### src/rtl/byte_accumulator_pkg.sv
// byte_accumulator_pkg: shared state encoding and widths for the byte accumulator.
package byte_accumulator_pkg;
    typedef enum logic {ACCUM, DONE} state_t;
    localparam int OP_W = 8;
    localparam int RES_W = 16;
    localparam int COUNT_MIN = 1;
    localparam int COUNT_MAX = 255;
endpackage

### src/rtl/full_adder_b.sv
// full_adder_b: 8-bit ripple-carry adder built from single-bit full adders.
module full_adder_b (
    input  logic [7:0] Ain,
    input  logic [7:0] Bin,
    input  logic       Cin,
    output logic [7:0] Sout,
    output logic       Cout
);
    logic [8:0] c;
    assign c[0] = Cin;
    for (genvar i = 0; i < 8; i++) begin : g_bit
        assign Sout[i] = Ain[i] ^ Bin[i] ^ c[i];
        assign c[i+1] = (Ain[i] & Bin[i]) | (c[i] & (Ain[i] ^ Bin[i]));
    end
    assign Cout = c[8];
endmodule

### src/rtl/byte_accumulator.sv
// byte_accumulator: sums frames of COUNT unsigned bytes into a {carry_cnt, acc} total
// presented on a valid/ready output; no new operand is taken while a total is pending.
module byte_accumulator
    import byte_accumulator_pkg::*;
#(
    parameter int COUNT = 4
) (
    input  logic             clk,
    input  logic             rst_n,
    input  logic             clr,
    input  logic [OP_W-1:0]  in_data,
    input  logic             in_valid,
    output logic             in_ready,
    output logic [RES_W-1:0] out_sum,
    output logic             out_valid,
    input  logic             out_ready
);
    if (COUNT < COUNT_MIN || COUNT > COUNT_MAX) begin : g_bad_count
        $error("byte_accumulator: COUNT must be within 1..255");
    end

    state_t state, state_nx;
    logic [OP_W-1:0] acc, carry_cnt, op_cnt, sum;
    logic cout, accept, consume, last;

    full_adder_b u_adder (
        .Ain (acc),
        .Bin (in_data),
        .Cin (1'b0),
        .Sout(sum),
        .Cout(cout)
    );

    always_comb begin
        in_ready = state == ACCUM;
        out_valid = state == DONE;
        accept = in_valid && in_ready;
        consume = out_valid && out_ready;
        last = op_cnt == OP_W'(COUNT - 1);
        state_nx = clr ? ACCUM : (accept && last) ? DONE : consume ? ACCUM : state;
    end

    // Gated so the output reads zero outside DONE instead of exposing partial sums.
    assign out_sum = out_valid ? {carry_cnt, acc} : '0;

    always_ff @(posedge clk or negedge rst_n) begin
        if (!rst_n) state <= ACCUM;
        else state <= state_nx;
    end

    always_ff @(posedge clk or negedge rst_n) begin
        if (!rst_n) begin
            acc <= '0;
            carry_cnt <= '0;
            op_cnt <= '0;
        end else if (clr || consume) begin
            acc <= '0;
            carry_cnt <= '0;
            op_cnt <= '0;
        end else if (accept) begin
            acc <= sum;
            carry_cnt <= carry_cnt + {{(OP_W-1){1'b0}}, cout};
            op_cnt <= op_cnt + 1'b1;
        end
    end
endmodule
### config.mk
export PLATFORM = sky130hd
export DESIGN_NAME = byte_accumulator
export DESIGN_NICKNAME = d
export VERILOG_FILES = /design/src/rtl/byte_accumulator_pkg.sv /design/src/rtl/full_adder_b.sv /design/src/rtl/byte_accumulator.sv
export SDC_FILE = /design/constraint.sdc
export NUM_CORES = 1
export LEC_CHECK = 0
export CAP_MARGIN = 10
export CELL_PAD_IN_SITES_DETAIL_PLACEMENT = 2
export CELL_PAD_IN_SITES_GLOBAL_PLACEMENT = 2
export CORE_UTILIZATION = 30
export DETAILED_ROUTE_END_ITERATION = 7
export GPL_ROUTABILITY_DRIVEN = 0
export PLACE_DENSITY = 0.83
export SETUP_SLACK_MARGIN = 0.1
export SLEW_MARGIN = 20
export SYNTH_ARGS = -nofsm -noshare
export SYNTH_HDL_FRONTEND = slang
export SYNTH_SLANG_ARGS = --single-unit
### constraint.sdc
create_clock -name clk -period 5.6 [get_ports clk]
set_input_delay 0.56 -clock clk [delete_from_list [all_inputs] [get_ports clk]]
set_output_delay 0.56 -clock clk [all_outputs]
set_load 0.02 [all_outputs]
==> results of run 1 <==
[kinds of logic after synthesis]
group | Yosys count
simple gates | 62
compound gates | 33
flops | 25
buf+inv | 23
fa+ha+maj | 11
xor+xnor | 3
[worst max-delay path: stages]
cell and delay, ps:
clkdlybuf4s50_1 470, ha_1 150, inv_1 50, fa_1 370, fa_1 390, fa_1 390
fa_1 400, fa_1 410, fa_1 380, inv_1 80, fa_1 170, ha_1 200
ha_1 200, nand4b_1 170, or3_1 360, a21oi_1 160
[flip-flops by register name (all words and copies together), names as in the netlist]
| signal | flops |
|---|---|
| acc | 8 |
| carry_cnt | 8 |
| op_cnt | 8 |
| out_valid | 1 |
[cell type report]
type / instances / area share
clock buffer: 4 / 0.0240
timing repair buffer: 32 / 0.168
tap: 67 / 0.0446
sequential: 25 / 0.333
inverter: 17 / 0.0339
multi-input combinational: 109 / 0.397
[cell usage in the layout (no fill, tap or decap), types with 3 or more instances in the layout]
cell	n
nor2_1	16
clkdlybuf4s50_1	30
dfrtp_1	25
clkbuf_8	3
nand3_1	4
a21oi_1	15
o31ai_1	4
and2_1	9
or4_1	4
fa_1	7
ha_1	4
a211oi_1	6
nand4b_1	3
o21ai_0	7
inv_1	16
or3_1	6
nand2_1	12
[power groups by stage]
stage	sequential [mW]	clock [mW]	combinational, mW
finish	0.196	0.112	0.0646
global route	0.198	0.121	0.0738
CTS	0.197	0.116	0.0674
detailed placement	0.200	0	0.0665
global placement	0.199	0	0.0605
floorplan	0.198	0	0.0382
[layer usage]
metal	up-vias	GRT usage
met5	-	0
met4	0	0.0588
met3	4	0.0295
met2	17	0.317
met1	647	0.213
li1	591	-
[final timing paths]
path	end	slack [ps]	depth (start not counted)
max reg2reg	carry_cnt[6]	1260	15
max	carry_cnt[6]	890	16
min	carry_cnt[0]	550	2
min reg2reg	carry_cnt[0]	550	2
min in group asynchronous	acc[2]	650	2
max in group asynchronous	carry_cnt[1]	4700	2
[stage by stage]
| step | setup WS (ps) | total power, mW | area [um2] | hold WS [ps] | instances |
|---|---|---|---|---|---|
| finish | 888 | 0.372 | 1880 | 550 | 254 |
| floorplan | 1450 | 0.236 | 1470 | 264 | 157 |
| global route | 734 | 0.393 | 1880 | 595 | 254 |
| detailed placement | 570 | 0.267 | 1840 | 545 | 250 |
| CTS | 846 | 0.380 | 1880 | 558 | 254 |
| global placement | 788 | 0.260 | 1840 | 524 | 250 |
==> impl_metrics.toml, run 1 <==
[outcome]
run_status = "finished, final reports clean"

[layout]
drive_gt1_frac = 0.0321
diodes = 0
multiInputGateArea_um2 = 747
post-route-util = 0.398
area.growth.synth_to_final_pct = 28.4
seq_area_um2 = 626
final_nets = 212
fill_cells = 514

[clock_network]
cts_buffer_depth = 2
cts_setup_buffers = 0
cts_tree = "yes"
h-tree-depth = 1
numCtsBuffers = 3
clock_latency_ps = 280
cts-root-buf = "clkbuf_8"
ctsResizeCount = 0
path_clk_slew_ps = 90
cts_hold_buffers = 0
cts_sinks = 25

[timing]
period_minus_slack_ps = 4710
rsz0062_at_grt = "false"
drv_slew = 0
tightest_slew_ps = 872
finalSetupViolCount = 0
post-route-period-util = 0.841
fin_setup_tns_ps = 0
slew_headroom = 0.419
fmax_mhz = 212
finalClockSkew_ps = 6.69
hold_violations = 0

[grt]
grtUsageTotal = 0.176
antenna_found_initial = 0
gr-total-overflow = 0
grt_first_pass_wirelength_um = 7000
grt_pass1_vias = 1435
grt_max_degree = 26

[routing]
drcViolationCount = 0
wl_met3_um = 90
postRouteAntennaNets = 0
dr_total_vias = 1259
highest_layer = "met4"
wire_per_inst_um = 16.0
wl_met2_um = 2160
dr.pass1.iters = 3
drt_iter0_drc = 24
drt-vias-per-instance = 4.96
routed_wl_um = 4060
wl_met1_um = 1750

[critical_path]
required_ps = 5790
worst_ep_arrival_time_ps = 4900
crit_fanout = 4
start_kind = "primary input"
cp-startpoint = "in_data[0]"
reg2reg_from = "acc[0]"
crit_type = "primary input to flop"
cp-end-kind = "flop"

[place]
portBuffers = 30
dp_hpwl_um = 3040

[floorplan]
pin_count = 31
die_h_um = 71.9
core_mm2 = 0.00472
placementRows = 25
initial_core_util = 0.310
die_x_um = 71.9
dieArea_mm2 = 0.00517

[logic_synthesis]
synth_top_area_share = 0.427
synth-async-reset-ratio = 1.00
synth_area_per_cell_um2 = 9.33
netlist-cell-type-count = 28
ys_ff_latch = 25
synthTopCellsByCount = "25 x dfrtp_1, 16 x inv_1, 16 x nor2_1, 15 x a21oi_1, 12 x nand2_1"
syn_area_mm2 = 0.00147
synthSimpleGateAreaFrac = 0.231
synth_cells = 157
synth-xor-area-share = 0.0179
synth.most_common_cell = "dfrtp_1"
synth_top_family_by_area = "simple AND/OR/NAND/NOR gates"
yosysTopAreaCell = "dfrtp_1"
ys_seq_area_frac = 0.427
syn_nets = 181
synth_fa_ha_area_frac = 0.130
synth_mux_area_frac = 0
synth_compound_area_frac = 0.132
ys_warn_count = 0
synth_edf_count = 0
synth_ff_type = "dfrtp_1"
synth.area.top_cells = "dfrtp_1 43%, fa_1 9.6%, a21oi_1 5.1%"

[flow_run]
cap_violations = 0

[min_path]
min_path_type = "flop to flop"
min_from = "carry_cnt[0]"

[pwr]
combPwrFrac = 0.174
p_sw_frac = 0.280
power_frac_clock = 0.300
power_density_mw_per_mm2 = 198
power.internal_mw = 0.268
seqPwrFrac = 0.527
p_switching_mw = 0.104
peakVddDrop_mv = 0.129
leakage_nw = 0.751
Note: power is estimated with default switching activity, not from simulation.
==> run 2, diff against run 1 <==
==> constraint.sdc (replaced) <==
create_clock -name clk -period 4.7 [get_ports clk]
set_input_delay 0.47 -clock clk [delete_from_list [all_inputs] [get_ports clk]]
set_output_delay 0.47 -clock clk [all_outputs]
set_load 0.02 [all_outputs]
==> run 2 against run 1 <==
Final cell count unchanged; routed wire length up 7.3%; core utilization up 0.45 points; critical path depth unchanged; via count up 2.3%; first-iteration DRC count up 46%; clock skew down 4.4 ps; global-route usage up 1.2 points; hold slack better by 9.1 ps; sequential power up 19%; critical path type unchanged; largest power group unchanged; highest routed layer unchanged.
==> impl_metrics.toml, run 2 (synthesis gave the netlist of run 1 again) <==
[clock_network]
path_clk_slew_ps = 90
h-tree-depth = 1
cts_hold_buffers = 0
cts-root-buf = "clkbuf_8"
cts_tree = "yes"
cts_buffer_depth = 2
cts_sinks = 25
numCtsBuffers = 3
clock_latency_ps = 270

[layout]
diodes = 0
drive_gt1_frac = 0.0749
fin_area_mm2 = 0.00190
area.growth.synth_to_final_pct = 29.8
fill_cells = 516
layout_common_cells = "30 x clkdlybuf4s50_1, 25 x dfrtp_1, 16 x inv_1, 16 x nor2_1, 14 x a21oi_1"
final_nets = 212
final_common_cell = "clkdlybuf4s50_1"
reg_top3 = "acc (8), carry_cnt (8), op_cnt (8)"

[timing]
hold_violations = 0
rsz0062_at_grt = "false"
setup_slack_ps = 274
finalClockSkew_ps = 2.30
period_minus_slack_ps = 4430
holdWs_ps = 559
tightest_slew_ps = 882
fmax_mhz = 226
slew_headroom = 0.412
drv_slew = 0
finalSetupViolCount = 0
post-route-period-util = 0.942

[pwr]
leakage_nw = 0.747
peakVddDrop_mv = 0.102
power_density_mw_per_mm2 = 237

[critical_path]
crit_fanout = 4
worst_ep_arrival_time_ps = 4630
cp-end-kind = "flop"
cp_cell_sequence = "clkdlybuf4s50_1, ha_1, inv_1, fa_1, fa_2, fa_1, fa_2, fa_2, fa_2, inv_1, fa_2, ha_2, ha_1, nand4b_1, or3_1, a21oi_2"
crit_top_cell = "fa_2"
slowest_stage = "clkdlybuf4s50_1"
slowest_delay_ps = 460
reg2reg_depth = 15
start_kind = "primary input"
r2r-end = "carry_cnt[4]"
required_ps = 4900
reg2reg_from = "acc[0]"
crit_type = "primary input to flop"
r2r_slack_ps = 500

[outcome]
run_status = "finished, final reports clean"

[routing]
routed_wl_um = 4360
dr_total_vias = 1288
postRouteAntennaNets = 0
drcViolationCount = 0
wire_per_inst_um = 17.1
drt-vias-per-instance = 5.07
drt_iter0_drc = 35
dr.pass1.iters = 3

[floorplan]
dieArea_mm2 = 0.00517
die_x_um = 71.9
core_mm2 = 0.00472
pin_count = 31
placementRows = 25
die_h_um = 71.9
initial_core_util = 0.310

[place]
dp_hpwl_um = 3190
portBuffers = 30
pre_cts_ws_ps = -233
place_area_mm2 = 0.00184

[grt]
grt_max_degree = 26
grtUsageTotal = 0.188
gr-total-overflow = 0
grt_pass1_vias = 1510
grt_first_pass_wirelength_um = 7310
antenna_found_initial = 0

[flow_run]
cap_violations = 0

[min_path]
min_path_type = "primary input to async pin"
==> run 2: metrics by stage <==
| step | instances | power [mW] | setup TNS, ps | util |
|---|---|---|---|---|
| 3_3_place_gp | 250 | 0.308 | -3.46 | 0.389 |
| 4_1_cts | 254 | 0.456 | 0 | 0.399 |
| 5_1_grt | 254 | 0.477 | 0 | 0.403 |
| 6_report | 254 | 0.451 | 0 | 0.403 |
| 3_5_place_dp | 250 | 0.320 | -748 | 0.389 |
| 2_1_floorplan | 157 | 0.281 | 0 | - |
==> run 2: final cells by class <==
cell class	count	area [um2]	area share
Clock buffer	4	45.0	0.0237
Timing Repair Buffer	32	315	0.166
Tap cell	67	83.8	0.0441
Multi-Input combinational cell	109	768	0.404
Sequential cell	25	626	0.329
Inverter	17	63.8	0.0336
==> run 2: repair_timing <==
item | in CTS | in global routing
gates resized for setup | 2 | 5
buffers inserted | 0 | 0
setup endpoints to repair | 3 | 3
pin swaps | 1 | 2
==> run 2: critical path, delay by kind of cell <==
| family | cells | cell delay (ps) |
|---|---|---|
| and+or+nand+nor | 2 | 580 |
| buffers and inverters | 3 | 580 |
| AOI/OAI and AO/OA | 1 | 140 |
| adders and majority gates | 10 | 2860 |
==> run 2: per-layer routing <==
| layer | share of wire | track usage | vias up |
|---|---|---|---|
| li1 | - | - | 592 |
| met1 | 0.42 | 0.214 | 672 |
| met2 | 0.55 | 0.360 | 18 |
| met3 | 0.021 | 0.0211 | 6 |
| met4 | 0.014 | 0.0632 | 0 |
| met5 | 0 | 0 | - |
==> run 2: where the power goes <==
group / switching (mW) / internal [mW] / total (mW)
registers: 0.00906 / 0.225 / 0.234
clock network: 0.0744 / 0.0609 / 0.135
logic: 0.0457 / 0.0352 / 0.0809
total: 0.129 / 0.321 / 0.451
==> run 2: worst max-delay path by stage <==
stage,from,end,cells after the start
after floorplan,in_data[0],carry_cnt[5],14
after global placement,in_data[0],carry_cnt[4],16
after detailed placement,in_data[0],carry_cnt[6],16
after CTS,in_data[0],carry_cnt[6],16
after global routing,in_data[0],carry_cnt[4],16
final,in_data[0],carry_cnt[4],16
==> run 3, diff against run 2 <==
--- a/config.mk
+++ b/config.mk
@@ -8,6 +8,7 @@
 export CAP_MARGIN = 10
 export CELL_PAD_IN_SITES_DETAIL_PLACEMENT = 2
 export CELL_PAD_IN_SITES_GLOBAL_PLACEMENT = 2
+export CORE_ASPECT_RATIO = 2
 export CORE_UTILIZATION = 30
 export DETAILED_ROUTE_END_ITERATION = 7
 export GPL_ROUTABILITY_DRIVEN = 0
==> run 3 against run 2 <==
Combinational power down 4.1%; largest cell class unchanged; core utilization up 0.76 points; first-iteration DRC count fell by 80%; highest routed layer unchanged; fmax down 1.3%; final cell count decreased by 4.3%.
==> impl_metrics.toml, run 3 (synthesis gave the netlist of run 1 again) <==
[clock_network]
cts-root-buf = "clkbuf_8"
cts_tree = "yes"
numCtsBuffers = 3
cts_buffer_depth = 2
clock_latency_ps = 270
h-tree-depth = 1
cts_sinks = 25
path_clk_slew_ps = 90

[timing]
post-route-period-util = 0.954
period_minus_slack_ps = 4480
fin_setup_tns_ps = 0
hold_violations = 0
tightest_slew_ps = 863
slew_headroom = 0.425
drv_slew = 0
finalClockSkew_ps = 1.79
rsz0062_at_grt = "false"
fmax_mhz = 223
finalSetupViolCount = 0
setup_slack_ps = 216

[routing]
wire_per_inst_um = 18.5
drt-vias-per-instance = 5.42
drcViolationCount = 0
drt_iter0_drc = 7
dr_total_vias = 1316
postRouteAntennaNets = 0
dr.pass1.iters = 4
routed_wl_um = 4500

[layout]
drive_gt1_frac = 0.0904
final_nets = 213
reg_top3 = "acc (8), carry_cnt (8), op_cnt (8)"
fin_area_mm2 = 0.00190
fill_cells = 550
post-route-util = 0.410
layout_common_cells = "30 x clkdlybuf4s50_1, 25 x dfrtp_1, 16 x inv_1, 16 x nor2_1, 14 x a21oi_1"
final_common_cell = "clkdlybuf4s50_1"
diodes = 0
area.growth.synth_to_final_pct = 30.0

[grt]
grt_pass1_vias = 1526
grt_max_degree = 26
antenna_found_initial = 0
grtUsageTotal = 0.195
grt_first_pass_wirelength_um = 7480
gr-total-overflow = 0

[pwr]
p_sw_frac = 0.277
p_switching_mw = 0.123
peakVddDrop_mv = 0.146
power.internal_mw = 0.320
seqPwrFrac = 0.531
leakage_nw = 0.752
power_frac_clock = 0.294
power_density_mw_per_mm2 = 232
power.total_mw = 0.442
combPwrFrac = 0.176

[flow_run]
cap_violations = 0

[critical_path]
cp_cell_sequence = "clkdlybuf4s50_1, ha_1, inv_1, fa_1, fa_2, fa_2, fa_2, fa_2, fa_1, inv_1, fa_1, ha_2, ha_2, nand4b_1, or3_4, a21oi_2"
start_kind = "primary input"
crit_fanout = 4
slowest_stage = "clkdlybuf4s50_1"
cp-end-kind = "flop"
crit_top_cell = "fa_2"
path_buf_inv = 3
reg2reg_depth = 15
cpLargestDelayFamily = "adder cells"
crit_type = "primary input to flop"
worst-path-stages = 16
worst_ep_arrival_time_ps = 4670
slowest_delay_ps = 460
required_ps = 4890

[place]
portBuffers = 30
pre_cts_ws_ps = -186
dp_hpwl_um = 3330
place_area_mm2 = 0.00183

[outcome]
run_status = "finished, final reports clean"

[floorplan]
initial_core_util = 0.316
pin_count = 31
dieArea_mm2 = 0.00518
die_x_um = 51.4
placementRows = 35
core_mm2 = 0.00464
die_h_um = 101

[min_path]
min_path_type = "primary input to async pin"
## run 3: path summary, 6_finish.rpt
check                        startpoint           end  slack (ps)
setup / recovery             in_data[0]  carry_cnt[6]         220
hold / removal                    rst_n        acc[0]         560
setup reg to reg                 acc[0]  carry_cnt[6]         440
hold reg to reg            carry_cnt[7]  carry_cnt[7]         570
max in group asynchronous         rst_n        acc[7]        3880
min in group clk           carry_cnt[7]  carry_cnt[7]         570
## run 3: cell type report
| class | count | area (um2) | share of cell area |
|---|---|---|---|
| inverter | 17 | 63.8 | 0.0335 |
| multi-input combinational | 109 | 778 | 0.409 |
| timing repair buffer | 33 | 323 | 0.170 |
| clock buffer | 4 | 45.0 | 0.0237 |
| tap | 55 | 68.8 | 0.0361 |
| sequential | 25 | 626 | 0.329 |
## run 3: power by group through the flow
stage | sequential [mW] | clock (mW) | combinational, mW
global placement | 0.237 | 0 | 0.0735
CTS | 0.235 | 0.135 | 0.0781
global route | 0.236 | 0.144 | 0.0903
detailed placement | 0.239 | 0 | 0.0775
finish | 0.235 | 0.130 | 0.0776
floorplan | 0.235 | 0 | 0.0455
## run 3: worst reg2reg max path: stages (launching register included)
cell	delay (ps)
dfrtp_1	400
ha_1	160
inv_1	40
fa_1	380
fa_2	360
fa_2	360
fa_2	350
fa_2	350
fa_1	370
inv_1	80
fa_1	170
ha_2	190
ha_2	190
nand4b_1	160
or3_4	430
a21oi_2	170
## run 3: per-stage QoR
step | hold WS, ps | instances
6_report | 563 | 243
3_3_place_gp | 529 | 239
4_1_cts | 570 | 243
2_1_floorplan | 174 | 157
3_5_place_dp | 557 | 239
5_1_grt | 595 | 243
## run 3: what timing repair did
item                       CTS  global route
resized for setup            2             7
setup buffers                0             0
hold buffers                 0             0
pin swaps                    0             1
setup endpoints to repair    1             5
## run 3: per-layer routing
layer,global-route usage,vias up,wire length (um)
met5,0,-,0
met4,0.0852,0,136
met3,0.0302,13,145
met2,0.370,33,2640
met1,0.200,678,1570
li1,-,592,-
